## src/rtl/mem_lsu_pkg.sv

```systemverilog
// Shared definitions for the MEM-stage load/store unit: funct3 encodings,
// datapath widths and the LSU state encoding.
package mem_lsu_pkg;

   localparam int GPR_WIDTH    = 32;
   localparam int FUNCT3_WIDTH = 3;

   localparam logic [FUNCT3_WIDTH-1:0] F3_B  = 3'b000;
   localparam logic [FUNCT3_WIDTH-1:0] F3_H  = 3'b001;
   localparam logic [FUNCT3_WIDTH-1:0] F3_W  = 3'b010;
   localparam logic [FUNCT3_WIDTH-1:0] F3_BU = 3'b100;
   localparam logic [FUNCT3_WIDTH-1:0] F3_HU = 3'b101;

   typedef enum logic [1:0] {
      LSU_IDLE = 2'd0,
      LSU_REQ  = 2'd1,
      LSU_WAIT = 2'd2,
      LSU_DONE = 2'd3
   } lsu_state_e;

endpackage

```

## src/rtl/mem_lsu_align.sv

```systemverilog
// Byte-lane steering for the LSU: legality check, byte enables, store lane
// replication and load extract/extend. Purely combinational.
module lsu_align
   import mem_lsu_pkg::*;
#(
   parameter int XLEN = GPR_WIDTH
) (
   input  logic                    re_i,
   input  logic                    we_i,
   input  logic [FUNCT3_WIDTH-1:0] mode_i,
   input  logic [1:0]              off_i,
   input  logic [XLEN-1:0]         wdata_i,
   input  logic [XLEN-1:0]         rdata_i,
   output logic                    legal_o,
   output logic [3:0]              be_o,
   output logic [XLEN-1:0]         wdata_o,
   output logic [XLEN-1:0]         load_o
);

   logic [XLEN-1:0] shifted;

   always_comb begin
      legal_o = 1'b1;
      if (re_i && we_i) begin
         legal_o = 1'b0;
      end
      if (re_i && !(mode_i inside {F3_B, F3_H, F3_W, F3_BU, F3_HU})) begin
         legal_o = 1'b0;
      end
      if (we_i && !(mode_i inside {F3_B, F3_H, F3_W})) begin
         legal_o = 1'b0;
      end
      // size lives in mode[1:0] for both signed and unsigned loads
      if (mode_i[1:0] == 2'b01 && off_i[0]) begin
         legal_o = 1'b0;
      end
      if (mode_i[1:0] == 2'b10 && off_i != 2'b00) begin
         legal_o = 1'b0;
      end
   end

   always_comb begin
      case (mode_i[1:0])
         2'b00: begin
            be_o    = 4'b0001 << off_i;
            wdata_o = {(XLEN/8){wdata_i[7:0]}};
         end
         2'b01: begin
            be_o    = 4'b0011 << off_i;
            wdata_o = {(XLEN/16){wdata_i[15:0]}};
         end
         default: begin
            be_o    = 4'b1111;
            wdata_o = wdata_i;
         end
      endcase
   end

   assign shifted = rdata_i >> {off_i, 3'b000};

   always_comb begin
      case (mode_i)
         F3_B:    load_o = {{(XLEN-8){shifted[7]}}, shifted[7:0]};
         F3_H:    load_o = {{(XLEN-16){shifted[15]}}, shifted[15:0]};
         F3_BU:   load_o = {{(XLEN-8){1'b0}}, shifted[7:0]};
         F3_HU:   load_o = {{(XLEN-16){1'b0}}, shifted[15:0]};
         default: load_o = shifted;
      endcase
   end

endmodule

```

## src/rtl/mem_lsu.sv

```systemverilog
// MEM-stage load/store unit: turns a pipeline memory request into one data-bus
// transaction, stalls the pipeline until it completes and returns load data.
//
// state | meaning
// IDLE  | waiting for a request; legal request drives the bus immediately
// REQ   | bus request outstanding, waiting for gnt
// WAIT  | load granted, waiting for rvalid
// DONE  | one-cycle completion (done_o, optional err_o); inputs ignored
module mem_lsu
   import mem_lsu_pkg::*;
#(
   parameter int XLEN    = GPR_WIDTH,
   parameter int TIMEOUT = 255
) (
   input  logic                    clk_i,
   input  logic                    rst_ni,
   input  logic                    mem_re_i,
   input  logic                    mem_we_i,
   input  logic [FUNCT3_WIDTH-1:0] mem_mode_i,
   input  logic [XLEN-1:0]         addr_i,
   input  logic [XLEN-1:0]         wdata_i,
   output logic                    dbus_req_o,
   output logic                    dbus_we_o,
   output logic [XLEN-1:0]         dbus_addr_o,
   output logic [3:0]              dbus_be_o,
   output logic [XLEN-1:0]         dbus_wdata_o,
   input  logic                    dbus_gnt_i,
   input  logic                    dbus_rvalid_i,
   input  logic [XLEN-1:0]         dbus_rdata_i,
   output logic [XLEN-1:0]         rdata_o,
   output logic                    done_o,
   output logic                    stall_o,
   output logic                    err_o
);

   localparam int              CW       = $clog2(TIMEOUT + 1);
   localparam logic [CW-1:0]   CNT_LAST = CW'(TIMEOUT - 1);

   lsu_state_e      state_q;
   logic [CW-1:0]   cnt_q;
   logic [XLEN-1:0] rdata_q;
   logic            err_q;

   logic            legal;
   logic            req_valid;
   logic            req_ok;
   logic            timeout_hit;
   logic [XLEN-1:0] load_val;

   lsu_align #(.XLEN(XLEN)) u_align (
      .re_i    (mem_re_i),
      .we_i    (mem_we_i),
      .mode_i  (mem_mode_i),
      .off_i   (addr_i[1:0]),
      .wdata_i (wdata_i),
      .rdata_i (dbus_rdata_i),
      .legal_o (legal),
      .be_o    (dbus_be_o),
      .wdata_o (dbus_wdata_o),
      .load_o  (load_val)
   );

   assign req_valid   = mem_re_i | mem_we_i;
   assign req_ok      = req_valid & legal;
   // the count reaches TIMEOUT at the end of this cycle
   assign timeout_hit = (cnt_q == CNT_LAST);

   assign dbus_req_o  = (state_q == LSU_IDLE && req_ok) || (state_q == LSU_REQ);
   assign stall_o     = (state_q == LSU_IDLE && req_ok) || (state_q == LSU_REQ)
                        || (state_q == LSU_WAIT);
   assign dbus_we_o   = mem_we_i;
   assign dbus_addr_o = {addr_i[XLEN-1:2], 2'b00};
   assign rdata_o     = rdata_q;
   assign done_o      = (state_q == LSU_DONE);
   assign err_o       = err_q;

   always_ff @(posedge clk_i or negedge rst_ni) begin
      if (!rst_ni) begin
         state_q <= LSU_IDLE;
         cnt_q   <= '0;
         rdata_q <= '0;
         err_q   <= 1'b0;
      end else begin
         err_q <= 1'b0;
         case (state_q)
            LSU_IDLE: begin
               cnt_q <= '0;
               if (req_valid) begin
                  if (!legal) begin
                     state_q <= LSU_DONE;
                     err_q   <= 1'b1;
                     rdata_q <= '0;
                  end else if (dbus_gnt_i) begin
                     state_q <= mem_we_i ? LSU_DONE : LSU_WAIT;
                  end else begin
                     state_q <= LSU_REQ;
                  end
               end
            end
            LSU_REQ: begin
               if (dbus_gnt_i) begin
                  state_q <= mem_we_i ? LSU_DONE : LSU_WAIT;
                  cnt_q   <= '0;
               end else if (timeout_hit) begin
                  state_q <= LSU_DONE;
                  err_q   <= 1'b1;
                  rdata_q <= '0;
                  cnt_q   <= '0;
               end else begin
                  cnt_q <= cnt_q + CW'(1);
               end
            end
            LSU_WAIT: begin
               if (dbus_rvalid_i) begin
                  state_q <= LSU_DONE;
                  rdata_q <= load_val;
                  cnt_q   <= '0;
               end else if (timeout_hit) begin
                  state_q <= LSU_DONE;
                  err_q   <= 1'b1;
                  rdata_q <= '0;
                  cnt_q   <= '0;
               end else begin
                  cnt_q <= cnt_q + CW'(1);
               end
            end
            LSU_DONE: begin
               state_q <= LSU_IDLE;
               cnt_q   <= '0;
            end
            default: begin
               state_q <= LSU_IDLE;
               cnt_q   <= '0;
            end
         endcase
      end
   end

endmodule
```

## config.mk

```make
export PLATFORM = sky130hd
export DESIGN_NAME = mem_lsu
export DESIGN_NICKNAME = d
export VERILOG_FILES = /design/src/rtl/mem_lsu_pkg.sv /design/src/rtl/mem_lsu_align.sv /design/src/rtl/mem_lsu.sv
export SDC_FILE = /design/constraint.sdc
export NUM_CORES = 1
export LEC_CHECK = 0
export BUFFER_PORTS_ARGS = -buffer_cell sky130_fd_sc_hd__buf_2
export CAP_MARGIN = 5
export CORE_AREA = 2 2 101 103
export DETAILED_ROUTE_END_ITERATION = 8
export DIE_AREA = 0 0 103 105
export GPL_TIMING_DRIVEN = 0
export PLACE_DENSITY = 0.62
export SETUP_SLACK_MARGIN = 0.2
export SYNTH_ARGS = -nofsm -noshare
export SYNTH_HDL_FRONTEND = slang
export SYNTH_SLANG_ARGS = --single-unit
```

## constraint.sdc

```tcl
create_clock -name clk_i -period 2.5 [get_ports clk_i]
set_clock_uncertainty 0.05 [all_clocks]
set_input_delay 0.25 -clock clk_i [delete_from_list [all_inputs] [get_ports clk_i]]
set_output_delay 0.25 -clock clk_i [all_outputs]
set_load 0.05 [all_outputs]
```

After elaboration in Yosys (flattened, before gate mapping)
Index checks and enable logic that the tools add are counted.
{"block": "totals", "ram_bits": 0, "mem_count": 0, "output_inout_bits": 105, "input_bits": 105, "latchBits": 0, "mem_bits_ro": 0, "word_cells": 74, "register_bits": 43}
{"block": "classes", "multipliers": 0, "div_mod_pow": 0, "add_sub_neg": 1, "mux": 32, "order_cmp": 0, "n_reduce_logical": 19, "eq_ne": 13, "shifts": 3, "n_bitwise": 2}
{"cell": "32-bit 2-to-1 mux", "n": 5}
{"cell": "32-bit case mux with 4 select lines", "n": 1}
{"cell": "32-bit case mux with 3 select lines", "n": 1}
{"cell": "32-bit case mux with 2 select lines", "n": 1}
{"cell": "32-bit by 5-bit >> shifter with 32-bit output", "n": 1}
{"cell": "8-bit 2-to-1 mux", "n": 3}
{"cell": "8-bit case mux with 3 select lines", "n": 1}
{"cell": "2-bit 2-to-1 mux", "n": 6}
{"cell": "1-bit 2-to-1 mux", "n": 11}
{"cell": "8-bit by 1-bit adder with 8-bit output, second input constant", "n": 1}
{"cell": "8-bit == test, second input constant", "n": 1}
{"cell": "2-bit case mux with 4 select lines", "n": 1}
{"cell": "4-bit case mux with 2 select lines", "n": 1}
{"cell": "2-bit == test, second input constant", "n": 3}
{"cell": "3-bit == test, second input constant", "n": 2}
{"cell": "1-bit logical AND", "n": 6}
{"cell": "2-bit inequality test, second input constant", "n": 3}
{"cell": "3-bit nonzero test", "n": 2}
{"cell": "5-bit nonzero test", "n": 1}
{"cell": "2-bit by 1-bit == test with 1-bit output, second input constant", "n": 2}
{"cell": "2-bit logical NOT", "n": 2}
{"cell": "4-bit AND reduction", "n": 1}
{"cell": "1-bit by 2-bit left shift with 4-bit output, first input constant", "n": 1}
{"cell": "2-bit by 2-bit left shift with 4-bit output, first input constant", "n": 1}
{"cell": "other kinds (10)", "n": 12}

Depth between registers and ports, before layout
{"block": "logic_depth", "ltp_word": 12, "mapped_depth": 9, "depth_no_buf": 7}

Cells and area by module
A second synthesis with hierarchy kept.
{"block": "unflattened", "cells_unflattened": 379, "area_unflattened_um2": 3415.8}
{"mod": "mem_lsu", "instances": 1, "seq_area_each_um2": 1076.0, "area_per_inst_um2": 2122.0, "cells_per_inst": 189}
{"mod": "lsu_align", "instances": 1, "seq_area_each_um2": 0.0, "area_per_inst_um2": 1293.7, "cells_per_inst": 190}

Least setup slack after synthesis
No wires, ideal clock.
{"block": "synth_timing", "path_type": "in2out", "startpoint": "in mem_mode_i[0]", "endpoint": "out stall_o", "path_buffers": 1, "required_time_ns": 2.200, "t_arrival_ns": 2.352, "stages": 6, "setup_slack_ns": -0.152, "cell_sequence": "buf_2 > and3b_1 > a21oi_1 > nand3_1 > o21bai_1 > nand2b_1"}
{"block": "synth_between", "elab_chain_len": 12, "elab_cells_between_ends": 23, "cone_classes": "eq/ne (6); mux (4); bitwise (1); reduce/logical (12)"}
{"element": "start: declaration", "line": "mem_lsu.sv:19", "source": "input logic [FUNCT3_WIDTH-1:0] mem_mode_i,"}
{"element": "3-bit by 1-bit == test with 1-bit output (tied with other cells)", "line": "mem_lsu_align.sv:27, mem_lsu_align.sv:30"}
{"element": "5-bit nonzero test", "line": "mem_lsu_align.sv:27", "source": "if (re_i && !(mode_i inside {F3_B, F3_H, F3_W, F3_BU, F3_HU})) begin"}
{"element": "1-bit logical NOT", "line": "mem_lsu_align.sv:27"}
{"element": "1-bit logical AND", "line": "mem_lsu_align.sv:27"}
{"element": "1-bit 2-to-1 mux", "line": "mem_lsu_align.sv:27"}
{"element": "1-bit 2-to-1 mux", "line": "mem_lsu_align.sv:30", "source": "if (we_i && !(mode_i inside {F3_B, F3_H, F3_W})) begin"}
{"element": "1-bit 2-to-1 mux", "line": "mem_lsu_align.sv:34", "source": "if (mode_i[1:0] == 2'b01 && off_i[0]) begin"}
{"element": "1-bit 2-to-1 mux (*)", "line": "mem_lsu_align.sv:37", "source": "if (mode_i[1:0] == 2'b10 && off_i != 2'b00) begin"}
{"element": "1-bit bitwise AND (*)", "line": "mem_lsu.sv:64", "source": "assign req_ok = req_valid & legal;"}
{"element": "1-bit logical AND (*)"}
{"element": "1-bit logical OR (*)"}
{"element": "named net dbus_req_o", "line": "mem_lsu.sv:22", "source": "output logic dbus_req_o,"}
{"element": "1-bit logical OR (*)", "line": "mem_lsu.sv:70", "source": "|| (state_q == LSU_WAIT);"}
{"element": "end: declaration", "line": "mem_lsu.sv:32", "source": "output logic stall_o,"}
Mark *: on every way through the listed nets, which the timed path passes. The rest lies on a longest branch.

Worst setup path after layout
{"block": "layout_timing", "startpoint": "reg state_q[0]", "endpoint": "reg rdata_q[29], in the netlist rdata_o[29]"}
{"block": "layout_between", "elab_chain_len": 3, "elab_cells_between_ends": 9, "cone_classes": "eq/ne (5); mux (1); reduce/logical (3)"}
{"element": "start: declaration", "line": "mem_lsu.sv:39", "source": "lsu_state_e state_q;"}
{"element": "start signal: assignment", "line": "mem_lsu.sv:94", "source": "state_q <= mem_we_i ? LSU_DONE : LSU_WAIT;"}
{"element": "start signal: assignment", "line": "mem_lsu.sv:102", "source": "state_q <= mem_we_i ? LSU_DONE : LSU_WAIT;"}
{"element": "2-bit by 1-bit == test with 1-bit output (tied with other cells)", "line": "mem_lsu.sv:85", "source": "case (state_q)"}
{"element": "2-bit inequality test (no line) or 3-bit nonzero test (tied branches)"}
{"element": "4-bit AND reduction (no line)"}
{"element": "end signal: assignment", "line": "mem_lsu.sv:116", "source": "rdata_q <= load_val;"}
{"element": "end: declaration", "line": "mem_lsu.sv:41", "source": "logic [XLEN-1:0] rdata_q;"}
Several ways; a longest one is shown, not always the timed one.
A chain may end at the register's enable or synchronous reset.

==> results_dict.tcl <==
set metrics [dict create \
    critical_path.max_fanout 10 \
    synthTopCellsByArea "dfrtp_1 (33%), buf_4 (9.6%), mux2i_1 (8.1%)" \
    timing.rr.end "rdata_o[29]" \
    hpwl_mm 9.02 \
    synthArstFlopShare_pct 100 \
    drive_gt1_share_pct 48.7 \
    cts_sinks 43 \
    cts_max_level 2 \
    crit_type "reg -> reg" \
    synth_seq_cells 43 \
    yosys.area.top_type "dfrtp_1" \
    r2r_cells 9 \
    cp_common_cell "buf_6" \
    area_growth_pct 36.4 \
    cts_buffers 5 \
    path_clk_slew_ns 0.08 \
    coreArea_um2 9640 \
    nets 647 \
    synth_cell_types 42 \
    max-slew-margin-rel_pct 34.8 \
    r2r_setup_slack_ns 0.29 \
    crit_slowest_cell "dfrtp_2" \
    vias 3310 \
    grt_pass1_vias 3238 \
    netlist_area_um2 3220 \
    yosysTopAreaCellShare_pct 33.4 \
    vdd_drop_max_v 0.000364 \
    slew_viol_final 0 \
    total_power_uw 3680 \
    fill_cells 1019 \
    drc 0 \
    wirelength_mm 11.2 \
    worstSetupStartpointType "register" \
    insertedDiodeCount 0 \
    drt_iter0_drc 185 \
    num_rows 36 \
    min_period_over_period_pct 88.3 \
    synth-edff-count 0 \
    grt_max_degree 44 \
    floorplan.initialDensity_pct 33.4 \
    final_common_cell "buf_2" \
    drv_cap 0 \
    period_minus_slack_ns 2.21 \
    final_util_pct 45.6 \
    grt_use_total_pct 20.2 \
    leakage_uw 0.00237 \
    critPathMaxStageDelay_ns 0.45 \
    cts_max_path_buffers 2 \
    worst_pin_slew_ns 0.979 \
    seq_area_frac_synth_pct 33.4 \
    root_buffer "clkbuf_8" \
    pin_count 210 \
    place.gp.congestion 0.853 \
    required_ns 2.64 \
    rsz0062_at_grt "no" \
    crit_chain "inv_1, ha_2, nor3b_4, a211o_1, a311oi_4, and2b_1, buf_6, buf_6, a22o_1" \
    crit_arrival_ns 2.34 \
    final_antenna_net_count 0 \
    port_buffers 175 \
    chipWidth_um 103 \
    viasPerCell 4.95 \
    clk_latency_ns 0.29 \
    cts_tree "done" \
    outcome "completed" \
    reg2reg_from "state_q[0]" \
    die-area_um2 10800 \
    drt_pre_antenna_iters 4 \
    antenna_found_initial 0 \
    hold_viol 0 \
    overflow 0 \
    clock.fmax_mhz 453 \
    whs_ns 0.0635 \
    powerDensity_nw_per_um2 838 \
    endpoint_kind "register" \
    hold_class "in -> async" \
    postSynthCellCount 350 \
    syn_area_per_cell_um2 9.20 \
    final_cell_mix "buf_2 (182), buf_4 (44), dfrtp_1 (41)" \
    setup_violations 0 \
    grt_pass1_wl_mm 17.1 \
    ys_warn_count 0 \
    die_h_um 105 \
    wl_per_cell_um 16.8 \
    synth_flop_cell "dfrtp_1" \
]
==> critical path, delay by kind of cell, from the launching register on <==
family / cells / cell delay, ns
simple gates: 2 / 0.51
buf+inv: 3 / 0.39
flops: 1 / 0.45
fa+ha+maj: 1 / 0.27
compound gates: 3 / 0.44
==> cell usage after synthesis, types with 4 or more instances <==
library cell and number:
a211o_1 9, a21oi_1 12, a22o_1 17, a32o_1 15, buf_1 4, buf_2 8, buf_4 41, clkbuf_1 9
dfrtp_1 43, ha_1 7, inv_1 7, mux2_2 17, mux2i_1 26, nand2_1 38, nand2b_1 5, nand3_1 5
nor2_1 15, nor2b_1 8, o21ai_0 29, xor2_1 6
==> final cells by class <==
| class | instances | area [µm²] | share of cell area (%) |
|---|---|---|---|
| Multi-Input combinational cell | 237 | 1720 | 39.1 |
| Buffer | 64 | 425 | 9.69 |
| Clock buffer | 6 | 72.6 | 1.65 |
| Sequential cell | 43 | 1080 | 24.6 |
| Tap cell | 133 | 166 | 3.79 |
| Timing Repair Buffer | 177 | 891 | 20.3 |
| Clock inverter | 2 | 12.5 | 0.285 |
| Inverter | 7 | 26.3 | 0.598 |
==> through the flow <==
step	worst slack, ns	setup TNS, ns	instance area [µm²]	cells
after floorplan	0.159	0	3230	351
after global placement	-0.0747	-0.635	4270	659
after detailed placement	-0.0960	-0.908	4270	659
after CTS	0.207	0	4390	669
after global routing	0.214	0	4390	669
final	0.292	0	4390	669
==> state kept, by name (all words and copies together), names as in the netlist <==
signal / count
cnt_q: 8
state_q: 2
rdata_o: 32
err_o: 1
==> layer usage <==
| metal | GRT usage (%) | part of all wire, % |
|---|---|---|
| met1 | 29.0 | 45 |
| met2 | 32.7 | 49 |
| met3 | 2.47 | 5.9 |
| met4 | 3.76 | 0.54 |
| met5 | 0 | 0 |
==> worst max path at each step <==
stage               cells past startpoint                to          start
finish                                  9       rdata_o[29]     state_q[0]
global route                            5  dbus_wdata_o[12]  mem_mode_i[1]
CTS                                     7       rdata_o[29]     state_q[0]
detailed placement                      9       rdata_o[29]     state_q[0]
global placement                        9       rdata_o[27]     state_q[0]
floorplan                               6           stall_o  mem_mode_i[0]
==> timing repair <==
item / in CTS / in global routing
setup buffers: 2 / 0
pin swaps: 1 / 0
endpoints found under the setup margin: 44 / 34
resized for setup: 5 / 4
hold buffers: 0 / 0
==> cells by family (layout without fill, tap and decap cells) <==
| group | after synthesis | after routing | share of synthesized area (%) |
|---|---|---|---|
| other | 1 | 2 | 0.116 |
| multiplexers | 43 | 43 | 14.0 |
| buffers and inverters | 71 | 256 | 13.8 |
| AO/OA/AOI/OAI | 95 | 95 | 21.6 |
| AND/OR/NAND/NOR | 83 | 83 | 12.3 |
| flip-flops | 43 | 43 | 33.4 |
| adder cells (fa/ha/maj) | 7 | 7 | 2.72 |
| XOR/XNOR | 7 | 7 | 1.90 |
==> power breakdown <==
group / switching, µW / internal (µW) / leakage (µW)
registers: 137 / 872 / 0.000588
logic: 1590 / 639 / 0.00174
clock network: 242 / 196 / 0.0000412
No activity file was read; power rests on OpenSTA's default activity.
